`src/rtl/retire_stage_pkg.sv`:
```
// Shared types for the in-order retire stage: ROB head packet, free-list
// packet and the retire FSM state encoding.
package retire_stage_pkg;

    localparam int XLEN   = 32;
    localparam int TAG_W  = 6;
    localparam int INST_W = 32;
    // Destination register field position inside the instruction word.
    localparam int RD_LSB = 7;

    typedef logic [TAG_W-1:0]  TAG;
    typedef logic [INST_W-1:0] INST;

    typedef struct packed {
        logic            retire_en;
        TAG              retire_t;
        TAG              retire_t_old;
        INST             inst;
        logic            halt;
        logic            wr_mem;
        logic            has_dest_reg;
        logic [XLEN-1:0] NPC;
        logic            take_branch;
    } ROB_IR_PACKET;

    typedef enum logic [1:0] {
        RUN     = 2'd0,
        ST_WAIT = 2'd1,
        HALTED  = 2'd2
    } IR_STATE;

    typedef struct packed {
        logic free_en;
        TAG   free_tag;
    } IR_FREE_PACKET;

endpackage

```
`src/rtl/retire_stage_if.sv`:
```
// Handshake bundle between the ROB head / store buffer (master side) and
// the retire stage (slave side).
interface retire_stage_if;
    import retire_stage_pkg::*;

    ROB_IR_PACKET    rob_ir_packet;
    logic            st_commit_ack;
    logic            ir_stall;
    logic            free_en;
    TAG              free_tag;
    logic            st_commit_req;
    logic            retire_valid;
    logic [XLEN-1:0] retire_NPC;
    INST             retire_inst;

    modport master (
        output rob_ir_packet, st_commit_ack,
        input  ir_stall, free_en, free_tag, st_commit_req,
               retire_valid, retire_NPC, retire_inst
    );

    modport slave (
        input  rob_ir_packet, st_commit_ack,
        output ir_stall, free_en, free_tag, st_commit_req,
               retire_valid, retire_NPC, retire_inst
    );
endinterface

```
`src/rtl/retire_stage_arch_map_table.sv`:
```
// Architectural map table: one TAG per architectural register, identity
// mapping after reset, one write port, every entry visible in parallel.
module arch_map_table
    import retire_stage_pkg::*;
#(
    parameter int NUM_ARCH_REG = 32,
    parameter int AW           = $clog2(NUM_ARCH_REG)
) (
    input  logic          clock,
    input  logic          reset,
    input  logic          wr_en,
    input  logic [AW-1:0] wr_idx,
    input  TAG            wr_tag,
    output TAG            map [NUM_ARCH_REG]
);

    TAG map_reg [NUM_ARCH_REG];

    for (genvar gi = 0; gi < NUM_ARCH_REG; gi++) begin : g_entry
        // Entry gi: identity on reset, overwritten by a retiring writer of
        // register gi; readers see the old value until the edge.
        always_ff @(posedge clock) begin
            if (reset) begin
                map_reg[gi] <= TAG'(gi);
            end else if (wr_en && (wr_idx == AW'(gi))) begin
                map_reg[gi] <= wr_tag;
            end
        end

        assign map[gi] = map_reg[gi];
    end

endmodule

```
`src/rtl/retire_stage.sv`:
```
// In-order retire stage: commits the ROB head, updates the AMT, frees the
// previous physical tag, holds stores until the store buffer accepts them
// and stops the core on halt.
module retire_stage
    import retire_stage_pkg::*;
#(
    parameter int NUM_ARCH_REG = 32,
    parameter int CNT_W        = 64
) (
    input  logic             clock,
    input  logic             reset,
    retire_stage_if.slave    ir,
    output TAG               arch_map [NUM_ARCH_REG],
    output logic             halted,
    output logic [CNT_W-1:0] retired_cnt
);

    localparam int AW = $clog2(NUM_ARCH_REG);

    IR_STATE          state_reg;
    TAG               lat_t_reg;
    TAG               lat_t_old_reg;
    logic             lat_has_dest_reg;
    INST              lat_inst_reg;
    logic [XLEN-1:0]  lat_npc_reg;
    logic             halted_reg;
    logic [CNT_W-1:0] retired_cnt_reg;

    TAG              src_t;
    TAG              src_t_old;
    logic            src_has_dest;
    INST             src_inst;
    logic [XLEN-1:0] src_npc;
    logic            retire_now;
    logic            halt_now;
    logic            stall_now;
    logic            req_now;
    logic            amt_wr_en;
    logic [AW-1:0]   amt_wr_idx;
    IR_FREE_PACKET   free_pkt;

    // Branch outcome is handled by the recovery path, not here.
    logic unused_take_branch;
    assign unused_take_branch = ir.rob_ir_packet.take_branch;

    // Retire decision: while a store waits for its ack the latched copy is
    // retired, so a flush of the live head never abandons a committed store.
    always_comb begin
        src_t        = ir.rob_ir_packet.retire_t;
        src_t_old    = ir.rob_ir_packet.retire_t_old;
        src_has_dest = ir.rob_ir_packet.has_dest_reg;
        src_inst     = ir.rob_ir_packet.inst;
        src_npc      = ir.rob_ir_packet.NPC;
        retire_now   = 1'b0;
        halt_now     = 1'b0;
        stall_now    = 1'b0;
        req_now      = 1'b0;
        if (state_reg == ST_WAIT) begin
            src_t        = lat_t_reg;
            src_t_old    = lat_t_old_reg;
            src_has_dest = lat_has_dest_reg;
            src_inst     = lat_inst_reg;
            src_npc      = lat_npc_reg;
        end
        if (!reset) begin
            unique case (state_reg)
                RUN: begin
                    if (ir.rob_ir_packet.retire_en) begin
                        if (ir.rob_ir_packet.halt) begin
                            retire_now = 1'b1;
                            halt_now   = 1'b1;
                        end else if (ir.rob_ir_packet.wr_mem) begin
                            req_now = 1'b1;
                            if (ir.st_commit_ack) begin
                                retire_now = 1'b1;
                            end else begin
                                stall_now = 1'b1;
                            end
                        end else begin
                            retire_now = 1'b1;
                        end
                    end
                end
                ST_WAIT: begin
                    req_now = 1'b1;
                    if (ir.st_commit_ack) begin
                        retire_now = 1'b1;
                    end else begin
                        stall_now = 1'b1;
                    end
                end
                HALTED: begin
                    stall_now = 1'b1;
                end
                default: begin
                    stall_now = 1'b0;
                end
            endcase
        end
    end

    // Register x0 is never remapped and its tag is never freed; halt has no
    // destination.
    always_comb begin
        amt_wr_idx        = src_inst[RD_LSB +: AW];
        amt_wr_en         = retire_now && !halt_now && src_has_dest &&
                            (amt_wr_idx != '0);
        free_pkt.free_en  = amt_wr_en;
        free_pkt.free_tag = amt_wr_en ? src_t_old : '0;
    end

    // FSM: capture a store that missed its ack, release it on ack, park on halt.
    always_ff @(posedge clock) begin
        if (reset) begin
            state_reg        <= RUN;
            halted_reg       <= 1'b0;
            lat_t_reg        <= '0;
            lat_t_old_reg    <= '0;
            lat_has_dest_reg <= 1'b0;
            lat_inst_reg     <= '0;
            lat_npc_reg      <= '0;
        end else begin
            unique case (state_reg)
                RUN: begin
                    if (halt_now) begin
                        state_reg  <= HALTED;
                        halted_reg <= 1'b1;
                    end else if (req_now && !ir.st_commit_ack) begin
                        state_reg        <= ST_WAIT;
                        lat_t_reg        <= ir.rob_ir_packet.retire_t;
                        lat_t_old_reg    <= ir.rob_ir_packet.retire_t_old;
                        lat_has_dest_reg <= ir.rob_ir_packet.has_dest_reg;
                        lat_inst_reg     <= ir.rob_ir_packet.inst;
                        lat_npc_reg      <= ir.rob_ir_packet.NPC;
                    end
                end
                ST_WAIT: begin
                    if (ir.st_commit_ack) begin
                        state_reg <= RUN;
                    end
                end
                HALTED: begin
                    state_reg <= HALTED;
                end
                default: begin
                    state_reg <= RUN;
                end
            endcase
        end
    end

    // Retired-instruction counter, wraps naturally.
    always_ff @(posedge clock) begin
        if (reset) begin
            retired_cnt_reg <= '0;
        end else if (retire_now) begin
            retired_cnt_reg <= retired_cnt_reg + CNT_W'(1);
        end
    end

    arch_map_table #(
        .NUM_ARCH_REG (NUM_ARCH_REG)
    ) u_amt (
        .clock  (clock),
        .reset  (reset),
        .wr_en  (amt_wr_en),
        .wr_idx (amt_wr_idx),
        .wr_tag (src_t),
        .map    (arch_map)
    );

    assign ir.ir_stall      = stall_now;
    assign ir.st_commit_req = req_now;
    assign ir.retire_valid  = retire_now;
    assign ir.retire_NPC    = retire_now ? src_npc  : '0;
    assign ir.retire_inst   = retire_now ? src_inst : '0;
    assign ir.free_en       = free_pkt.free_en;
    assign ir.free_tag      = free_pkt.free_tag;
    assign halted           = halted_reg;
    assign retired_cnt      = retired_cnt_reg;

endmodule

```
`src/flat_wrapper.sv`:
```
// flat-port wrapper written by rule: the top's interface ports become plain ports
module retire_stage_flat import retire_stage_pkg::*;
#(
    parameter int NUM_ARCH_REG = 32,
    parameter int CNT_W        = 64
)
  (clock, reset, arch_map, halted, retired_cnt, ir_rob_ir_packet, ir_st_commit_ack, ir_ir_stall, ir_free_en, ir_free_tag, ir_st_commit_req, ir_retire_valid, ir_retire_NPC, ir_retire_inst);
  retire_stage_if ir_i ();
  input  logic clock;
  input  logic reset;
  output TAG arch_map[NUM_ARCH_REG];
  output logic halted;
  output logic [CNT_W-1:0] retired_cnt;
  input wire logic [$bits(ir_i.rob_ir_packet)-1:0] ir_rob_ir_packet;
  input wire logic [$bits(ir_i.st_commit_ack)-1:0] ir_st_commit_ack;
  output wire logic [$bits(ir_i.ir_stall)-1:0] ir_ir_stall;
  output wire logic [$bits(ir_i.free_en)-1:0] ir_free_en;
  output wire logic [$bits(ir_i.free_tag)-1:0] ir_free_tag;
  output wire logic [$bits(ir_i.st_commit_req)-1:0] ir_st_commit_req;
  output wire logic [$bits(ir_i.retire_valid)-1:0] ir_retire_valid;
  output wire logic [$bits(ir_i.retire_NPC)-1:0] ir_retire_NPC;
  output wire logic [$bits(ir_i.retire_inst)-1:0] ir_retire_inst;
  assign ir_i.rob_ir_packet = ir_rob_ir_packet;
  assign ir_i.st_commit_ack = ir_st_commit_ack;
  assign ir_ir_stall = ir_i.ir_stall;
  assign ir_free_en = ir_i.free_en;
  assign ir_free_tag = ir_i.free_tag;
  assign ir_st_commit_req = ir_i.st_commit_req;
  assign ir_retire_valid = ir_i.retire_valid;
  assign ir_retire_NPC = ir_i.retire_NPC;
  assign ir_retire_inst = ir_i.retire_inst;
  retire_stage #(.NUM_ARCH_REG(NUM_ARCH_REG), .CNT_W(CNT_W)) u_core (.clock(clock), .reset(reset), .ir(ir_i), .arch_map(arch_map), .halted(halted), .retired_cnt(retired_cnt));
endmodule
```
`config.mk`:
```
export PLATFORM = sky130hd
export DESIGN_NAME = retire_stage_flat
export DESIGN_NICKNAME = d
export VERILOG_FILES = /design/src/rtl/retire_stage_pkg.sv /design/src/rtl/retire_stage_if.sv /design/src/rtl/retire_stage_arch_map_table.sv /design/src/rtl/retire_stage.sv /design/src/flat_wrapper.sv
export SDC_FILE = /design/constraint.sdc
export NUM_CORES = 1
export LEC_CHECK = 0
export CORE_MARGIN = 2
export CORE_UTILIZATION = 43
export DETAILED_ROUTE_END_ITERATION = 7
export GPL_TIMING_DRIVEN = 0
export PLACE_DENSITY = 0.76
export SYNTH_ARGS = -nofsm -noshare
export SYNTH_HDL_FRONTEND = slang
export SYNTH_SLANG_ARGS = --single-unit
```
`constraint.sdc`:
```
create_clock -name clock -period 2.3 [get_ports clock]
set_input_delay 0.23 -clock clock [delete_from_list [all_inputs] [get_ports clock]]
set_output_delay 0.23 -clock clock [all_outputs]
set_load 0.02 [all_outputs]
```
After elaboration in Yosys (flattened, before gate mapping)
Memory sizes are Yosys's and may differ from the RTL's. Index checks and enable logic that the tools add are counted.

Register bits: 144. Bits in latches: 0. RAM bits: 192. Bits in read-only memories: 0. Bits of input ports: 84. Output and inout bits: 331. Word-level logic and storage cells: 285. Memories kept: 1.

Memory list: u_core.u_amt.map_reg (words 32, bits a word 6, rd ports 32, clocked after Yosys merged registers in 0, write ports 32, line retire_stage_arch_map_table.sv:17) `TAG map_reg [NUM_ARCH_REG];`.

Add/sub/neg operators: 1. Multipliers: 0. Divide/modulo/power cells: 0. Order comparisons: 0. Equality and inequality tests: 35. Shift operators: 0. Multiplexer cells: 163. Bitwise gates (word level): 33. Reductions and logical operators: 44.

Operators by type and width (count): 6-bit 2-to-1 mux (35); 32-bit 2-to-1 mux (4); 1-bit 2-to-1 mux (117); 5-bit == test (second input constant) (16); 64-bit by 1-bit adder with 64-bit output (second input constant) (1); 5-bit by 4-bit == test with 1-bit output (second input constant) (8); 1-bit logical AND (36); 1-bit bitwise OR (32); 5-bit by 3-bit == test with 1-bit output (second input constant) (4); 5-bit by 2-bit == test with 1-bit output (second input constant) (2); 2-bit 2-to-1 mux (3); 2-bit one-hot mux with 3 select lines (1); 5-bit by 1-bit == test with 1-bit output (second input constant) (1); 5-bit logical NOT (1); 5-bit nonzero test (1); 1-bit one-hot mux with 2 select lines (2); 2-bit AND reduction (2); 3-bit by 1-bit != test with 1-bit output (second input constant) (1); 1-bit one-hot mux with 3 select lines (1); 3-bit AND reduction (1); 2-bit by 1-bit == test with 1-bit output (second input constant) (1); 2-bit == test (second input constant) (1); 1-bit logical NOT (2); 2-bit logical NOT (1); other kinds (2) (2).

Logic depth before layout (Yosys ltp)
Gate-level depths: netlist of run 1.

Depth in word-level cells: 14. Depth in mapped cells: 9. Depth with buffers taken out: 6.

By module
A second synthesis of run 1 with hierarchy kept.

Cells, all modules: 1586. Area, all modules: 15064.4 sq um.

By module, submodules not included: arch_map_table (instances 1, cells an instance 561, area each 7902.6 sq um, sequential area each 5765.5 sq um); retire_stage (instances 1, cells an instance 1025, area each 7161.9 sq um, sequential area each 2882.8 sq um).

Worst setup path after synthesis of run 1
No wires, ideal clock.

Path kind: register -> register. From: reg u_core.state_reg[0]. To: mem u_core.u_amt.map_reg[1][30] (netlist name) (enable). Library setup time: 0.322 ns. Arrival: 2.062 ns. Data required time: 1.978 ns. Path slack: -0.084 ns. Stages on the path, launching flop included: 8. Path buffers: 2. Period minus slack after synthesis: 2.384 ns. Cell sequence: dfxtp_1 nor2b_1 clkbuf_1 nand2_1 a2111oi_2 clkbuf_1 nand3_1 nand2b_1.

RTL lines: start: declaration (line retire_stage.sv:20) `IR_STATE state_reg;`; start signal: assignment (line retire_stage.sv:115) `state_reg <= RUN;`; start signal: assignment (line retire_stage.sv:126) `state_reg <= HALTED;`; start signal: assignment (line retire_stage.sv:129) `state_reg <= ST_WAIT;`; end: declaration (line retire_stage_arch_map_table.sv:17).

Final worst setup path of run 1
From: reg u_core.state_reg[1]. To: out ir_free_tag[1].

Longest elaborated chain between the ends: 8. Elaborated cells on any way between the ends: 15. Those cells by class: eq/ne (1); mux (8); reduce/logical (6).

RTL lines: parallel branches: the longest is 7 deep, another holds 2-bit by 1-bit == test with 1-bit output; 6-bit 2-to-1 mux * (line retire_stage.sv:109) `free_pkt.free_tag = amt_wr_en ? src_t_old : '0;`; end: declaration (line flat_wrapper.sv:18) `output wire logic [$bits(ir_i.free_tag)-1:0] ir_free_tag;`.

Mark *: on every way between the ends.

==> results of run 1 <==
## final cells by class
class	instances	area (µm²)
Timing Repair Buffer	470	4350
Fill cell	2637	11660
Buffer	101	714.4
Clock buffer	48	1037
Inverter	13	48.80
Sequential cell	336	8672
Tap cell	448	560.5
Clock inverter	18	135.1
Multi-Input combinational cell	1088	6185
Antenna cell	1	2.502
## placed cells by master (no fill, tap or decap), drive strengths merged, types with 34 or more instances in the layout
master / synthesis / layout
nand2: 378 / 378
clkdlybuf4s50: 0 / 337
edfxtp: 192 / 192
a21oi: 188 / 188
buf: 15 / 152
nor2: 148 / 148
dfxtp: 144 / 144
clkbuf: 93 / 126
nand4: 64 / 64
nand3: 54 / 54
nand2b: 34 / 34
## per-stage QoR
step                power [W]  hold slack, ns  util, %  TNS (ns)
floorplan            0.007173          0.3093        -  -0.04419
global placement     0.007836          0.4404    57.90   -392.83
detailed placement   0.007857          0.4460    57.90   -425.24
CTS                   0.01362          0.2232    63.91    -1.354
global route          0.01401          0.2937    65.05    -2.474
finish                0.01364          0.2707    65.06    -1.043
## cells in the mapped netlist, types with 2 or more instances
master	count
nand2_1	378
xnor2_1	7
or2_2	3
nand4b_1	4
and3_1	21
xor2_1	18
or3_4	2
nor2b_1	3
nor3_1	10
o31ai_1	14
nor4_1	16
o21ai_1	3
nand4_1	62
nand2b_1	34
nor2_1	148
a211oi_1	2
clkbuf_1	93
nand3_1	54
or3_1	21
and2_1	7
mux2i_1	11
or4b_1	2
a21oi_1	188
or3b_2	2
and4_1	6
mux2_2	2
edfxtp_1	192
o21ai_0	21
buf_1	4
dfxtp_1	144
nor3_2	2
nor4bb_1	2
buf_2	10
inv_1	12
or4_1	15
a31oi_1	2
o41ai_1	5
nand3b_1	4
## cell families (layout without fill, tap and decap cells)
logic type,count (synthesis),count (layout)
other cells,1,7
mux,13,13
fa+ha+maj,1,1
flops,336,336
simple gates,803,803
compound gates,240,240
xor+xnor,25,25
buf+inv,121,650
## worst max path at each step
stage	start	endpoint	slack [ns]	cells past startpoint
CTS	u_core.state_reg[1]$_SDFFE_PP0P_	ir_free_tag[4]	-0.19	7
detailed placement	reset	ir_free_tag[4]	-1.54	7
floorplan	u_core.state_reg[0]$_SDFFE_PP0P_	u_core.u_amt.map_reg[1][30]$_SDFFCE_PN1P_	-0.007	7
global placement	reset	ir_free_tag[1]	-1.50	7
finish	u_core.state_reg[1]$_SDFFE_PP0P_	ir_free_tag[1]	-0.14	7
global route	u_core.state_reg[0]$_SDFFE_PP0P_	ir_free_tag[4]	-0.20	7
## power by group
group          switching, W  internal (W)
sequential        0.0000557       0.00644
clock               0.00245       0.00331
combinational      0.000838      0.000554
total               0.00334        0.0103
## timing repair
item,in CTS,in global routing
resized for setup,557,83
gates cloned,2,0
endpoints found under the hold margin,0,0
setup endpoints to repair,561,346
pin swaps,16,12
setup buffers,31,25
## metal layers
layer / track usage [%] / wire (µm) / vias up / part of all wire [%]
met1: 35.03 / 20390 / 6735 / 38
met4: 7.147 / 1178 / 6 / 2.2
met2: 52.22 / 26700 / 696 / 50
met5: 0 / 39 / - / 0.073
li1: - / - / 6424 / -
met3: 7.281 / 5007 / 84 / 9.4
==> metrics.md, run 1 <==
| Metric | Value |
|---|---|
| Number of global-route vias before repair | between 10000 and 15000 |
| CTS buffer count | 37 |
| Post-synth EDFFs | ~190 |
| Reg2reg setup slack | 0 ns |
| Final Cell Area | approximately 22000 µm² |
| Layout Area Growth over Synthesis | 49.41% |
| Slew headroom | 51.11% |
| Static leakage | 7.617 nW |
| Failing checks | negative setup slack |
| Final Max Slew Viols | 0 |
| Antenna-violating nets left | 0 |
| Worst Setup Slack, final | -0.1415 ns |
| Dominant cells by area after synthesis | edfxtp_1 (40%), dfxtp_1 (20%), nand2_1 (9.8%) |
| Placed insts | 2405 |
| Fmax achieved | 409.6 MHz |
| GR Overflow Total | 0 |
| Top Ports | 415 |
| Die area | ~35000 µm² |
| Hold Path End | u_core.state_reg[0]$_SDFFE_PP0P_ |
| HPWL Detailed | between 30 and 40 mm |
| Post-synthesis adder-cell area fraction | less than 1% |
| Worst EP arrival | approximately 2.2 ns |
| Initial drt markers | between 1000 and 1500 |
| Synthesized area | between 10000 and 15000 µm² |
| GRT Overall Usage | between 20% and 30% |
| Max Cap Violations | 0 |
| Die W | between 150 and 200 µm |
| Synth Area in Compound Gates | between 8 and 9% |
| H-tree levels | 2 |
| CP startpoint kind | register |
| Post-synth top flop | edfxtp_1 |
| Setup crit end kind | output port |
| Die Ht | approximately 190 µm |
| Hold_sp | ir_st_commit_ack |
| Slowest CP cell | or4b_4 |
| Initial antenna violation count | 3 |
| Starting density of the core | 43.54% |
| Post-Syn Area per Cell | 9.434 µm² |
| Max FFs per register | 192 |
| Crit-path max FO | 7 |
| Tmin final | between 2 and 2.5 ns |
| Yosys warning count | 0 |
| Setup Viol. Count Final | 11 |
| Worst R2R End | u_core.retired_cnt[62]$_SDFFE_PP0P_ |
| Multiplexer share of the synthesized area | less than 1% |
| Skew-Pair Late Insertion Delay | between 0.5 and 0.6 ns |
| Final worst-path cycle share | 106.2% |
| Cells after Synth | roughly 1500 |
| Core Rows | between 60 and 70 |
| Gpl congestion | between 0.9 and 1 |
| Clock sink total | between 300 and 400 |
| Total wire length | approximately 53 mm |
| Layout Skew | 0.01739 ns |
| Reg clk slew, reported paths | ~0.060 ns |
| Final Hold Fails | 0 |
| Worst slack, placed | -1.542 ns |
| Via count | ~14000 |
| DR DRC count | 0 |
| CP delay by family, top | simple AND/OR/NAND/NOR gates |
| Number of hold buffers added after cts | 0 |
| Worst Tran Pin Value | approximately 0.73 ns |
| I/O Buffers | slightly above 400 |
| WL/cell | 21.13 µm |
| Main combinational cell family by area after synthesis | simple AND/OR/NAND/NOR gates |
| First-pass GRT wire length | ~80 mm |
| Critical path class | register to output port |
| Vias per cell | between 5 and 6 |
| Power per cell area | approximately 630 nW/µm² |
| CTS Root Buffer Type | clkbuf_16 |
| CP cell instances | buf_8 -> or4b_4 -> o31ai_4 -> buf_4 -> a21bo_4 -> a21oi_4 -> buf_6 |
| Worst r2r src | u_core.retired_cnt[33]$_SDFFE_PP0P_ |
| Largest net degree at the start of global routing | 15 |
| FF-to-FF path depth | 6 |
| Crit path required time | just over 2 ns |
| Post-synth top area share | 39.69% |
| Synth Area in XOR/XNOR | under 10% |
| Register area share after synthesis | 59.53% |
| Hold Path Stages | 2 |
| Critical path buffers and inverters | 3 |
| Flops & latches, synth | approximately 340 |
| CTS tree | done |
| RSZ-0062 raised after global routing | true |
| Peak supply drop | between 0.5 and 0.6 mV |
| DRT Pass-1 Iters | 5 |
| Core area | 33360 µm² |
| Fraction of layout cells with a size suffix above 1 | between 10% and 20% |
| Simple-Gate Fraction of Synth Area | around a quarter |
| Ys async rst share | 0% |
| Max Buffers Root-to-Sink | 3 |
| Non-Filler Instances | roughly 2500 |
| CP peak stage delay | slightly below 0.5 ns |
| Layout Nets | 2132 |
| Status | finished with violations |
| Unique masters post-synth | 54 |
| Hold crit path type | primary input to register |
| Cell accounting for the most synthesized area | edfxtp_1 |
| Placement Cell Area | 19320 µm² |
Note: power is estimated with default switching activity, not from simulation.
==> run 2, diff against run 1 <==
GPL_TIMING_DRIVEN = not set   (was 0)
clock period = 2.2 ns   (was 2.3 ns; I/O delays follow)
==> run 2 against run 1 <==
  * The run still ends with negative setup slack left
  * Core utilization rose by 5.7 points
  * Clock-buffer cell count shrank 6
  * Design area up 8.8%
  * Wire length increased by 2.2%
  * Setup slack worse by 0.069 ns
  * Largest power group unchanged
==> metrics.md, run 2 (synthesis results as in run 1) <==
| Metric | Value |
|---|---|
| Commonest non-fill, non-tap cell in the layout | nand2_1 (unchanged) |
| Worst Tran Pin Value | 0.7504 ns (was 0.7333 ns) |
| Largest net degree at the start of global routing | 69 (was 15) |
| Worst EP arrival | 2.19 ns (was 2.21 ns) |
| First-pass GRT wire length | 78.23 mm (was 79.69 mm) |
| Slew headroom | 49.98% (was 51.11%) |
| Worst R2R End | u_core.u_amt.map_reg[1][82]$_SDFFCE_PN1P_ (was u_core.retired_cnt[62]$_SDFFE_PP0P_) |
| Max Buffers Root-to-Sink | 3 (unchanged) |
| Non-Filler Instances | 2588 (was 2523) |
| FF-to-FF path depth | 13 (was 6) |
| Die Ht | 187.8 µm (unchanged) |
| Failing checks | negative setup slack (unchanged) |
| Hold Path Stages | 4 (was 2) |
| Peak supply drop | 0.4932 mV (was 0.5184 mV) |
| Status | finished with violations (unchanged) |
| Most frequent cells in the layout | nand2_1 (349), clkdlybuf4s50_1 (337), edfxtp_1 (192) (was nand2_1 (375), clkdlybuf4s50_1 (337), edfxtp_1 (192)) |
| Initial drt markers | 1185 (was 1174) |
| WL/cell | 21.06 µm (was 21.13 µm) |
| Hold Path End | u_core.state_reg[0]$_SDFFE_PP0P_ (unchanged) |
| DR DRC count | 0 (unchanged) |
| Antenna-violating nets left | 0 (unchanged) |
| Starting density of the core | 43.54% (unchanged) |
| Fin util | 70.78% (was 65.06%) |
| Final Max Slew Viols | 0 (unchanged) |
| Vias per cell | 5.598 (was 5.527) |
| Initial antenna violation count | 1 (was 3) |
| DRT Pass-1 Iters | 7 (was 5) |
| Core Rows | 67 (unchanged) |
| Reg2reg setup slack | -0.16 ns (was 0 ns) |
| Final worst-path cycle share | 109.6% |
| H-tree levels | 2 (unchanged) |
| GR Overflow Total | 0 (unchanged) |
| CP startpoint kind | register (unchanged) |
| Placed insts | 2462 (was 2405) |
| Worst r2r src | u_core.state_reg[1]$_SDFFE_PP0P_ (was u_core.retired_cnt[33]$_SDFFE_PP0P_) |
| Final Hold Fails | 0 (unchanged) |
| Total wire length | 54.51 mm (was 53.31 mm) |
| Layout Nets | 2197 (was 2132) |
| Critical path class | register to output port (unchanged) |
| Max Cap Violations | 0 (unchanged) |
| Static leakage | 8.439 nW (was 7.617 nW) |
| I/O Buffers | 413 (was 412) |
| Setup Viol. Count Final | 235 (was 11) |
| CTS Root Buffer Type | clkbuf_16 (unchanged) |
| Die area | 35270 µm² (unchanged) |
| Fmax achieved | 414.8 MHz |
| Filler cell count | 2361 (was 2637) |
| Total power | 0.01473 W (was 0.01364 W) |
| Setup crit end kind | output port (unchanged) |
| Hold crit path type | primary input to register (unchanged) |
| Fraction of layout cells with a size suffix above 1 | 26.88% (was 19.43%) |
| Power per cell area | 623.9 nW/µm² (was 628.6 nW/µm²) |
| Layout Area Growth over Synthesis | 62.54% (was 49.41%) |
| Via count | 14490 (was 13950) |
| Core area | 33360 µm² (unchanged) |
| CTS tree | done (unchanged) |
| Die W | 187.8 µm (unchanged) |
| Layout Skew | 0.01578 ns (was 0.01739 ns) |
| Skew-Pair Late Insertion Delay | 0.52 ns (about the same) |
| RSZ-0062 raised after global routing | true (unchanged) |
| Crit-path max FO | 7 (unchanged) |
| Max FFs per register | 192 (unchanged) |
| Crit path required time | 1.98 ns (was 2.07 ns) |
| Hold_sp | reset (was ir_st_commit_ack) |
| Fin Hold WS | 0.1936 ns (was 0.2707 ns) |
| Area of the multi-input gates | 6655 µm² (was 6185 µm²) |
| CTS buffer count | 35 (was 37) |
| Clock sink total | 336 (unchanged) |
| Gpl congestion | 0.8811 (was 0.9188) |
| Tmin final | around 2.4 ns |
| Reg clk slew, reported paths | 0.06 ns (about the same) |
| Sequential Area | 8666 µm² (was 8672 µm²) |
| GRT Overall Usage | 28.14% (was 29.13%) |
| Final setup TNS | -21.49 ns (was -1.043 ns) |
| Top Ports | 415 (unchanged) |
| Worst Setup Slack, final | -0.2107 ns (was -0.1415 ns) |
| Number of global-route vias before repair | 13960 (was 13440) |
| HPWL Detailed | 34.33 mm (was 39.49 mm) |
## run 2: changes by cell type in the layout (fill, tap and decap cells not counted), sizes merged
cell	change
buf	+139
bufinv	+4
clkbuf	-77
clkdlybuf4s18	-1
clkinv	+1
clkinvlp	-1
dlygate4sd2	-1
dlygate4sd3	+1
## run 2: how the worst max path moves through the flow
stage,depth (start not counted),start,to,slack (ns)
after floorplan,6,u_core.retired_cnt[4]$_SDFFE_PP0P_,u_core.retired_cnt[35]$_SDFFE_PP0P_,-0.03
after global placement,7,ir_rob_ir_packet[80],u_core.u_amt.map_reg[0][78]$_SDFFCE_PN1P_,-0.50
after detailed placement,7,ir_rob_ir_packet[80],u_core.u_amt.map_reg[0][78]$_SDFFCE_PN1P_,-0.53
after CTS,9,u_core.state_reg[1]$_SDFFE_PP0P_,ir_free_tag[3],-0.21
after global routing,8,u_core.state_reg[0]$_SDFFE_PP0P_,ir_free_tag[5],-0.27
final,8,u_core.state_reg[0]$_SDFFE_PP0P_,ir_free_tag[5],-0.21
## run 2: final cells by class
type	count	share of cell area, %
clock inverter	22	1.102
multi-input combinational	1088	28.18
antenna	1	0.01060
timing repair buffer	638	27.34
sequential	336	36.70
tap	448	2.374
clock buffer	42	4.080
inverter	13	0.2172
## run 2: worst max-delay path, cell delays in order (launching register included)
cell and delay, ns:
dfxtp_4 0.38, buf_6 0.14, a21oi_4 0.13, o21ai_2 0.11, a21oi_2 0.19, a21bo_4 0.30
buf_6 0.15, a21oi_2 0.11, buf_4 0.16
## run 2: where the power goes
part | switching (W) | leakage (nW) | internal [W]
Combinational | 0.000933 | 4.96 | 0.000716
Sequential | 0.0000583 | 2.87 | 0.00673
Clock | 0.00255 | 0.604 | 0.00374
Total | 0.00354 | 8.44 | 0.0112
## run 2: through the flow
step,setup WS (ns),cell area (µm²)
after floorplan,-0.02852,14720
after global placement,-0.5003,20610
after detailed placement,-0.5338,20610
after CTS,-0.2102,22390
after global routing,-0.2689,23610
final,-0.2107,23610
## run 2: layer usage
layer  GRT usage, %  share of wire, %  vias up  wire length [µm]
li1               -                 -     6561                 -
met3          5.839               8.6      118              4663
met5              0                 0        -                 0
met2          50.24                51      780             27820
met1          34.11                37     7029             20370
met4          8.571               3.0        0              1649
## run 2: timing repair
item                                    4_1_cts  5_1_grt
gates cloned                                 10        9
hold buffers                                  1        0
endpoints found under the setup margin      453      448
pin swaps                                     9       33
endpoints found under the hold margin         5        0
setup buffers                                19       28
gates resized for setup                     418      219
==> run 3, diff against run 2 <==
ABC_CLOCK_PERIOD_IN_PS = 2200   (was not set)
==> results of run 3 <==
No change in the layout: final DEF, timing and power equal those of run 2.
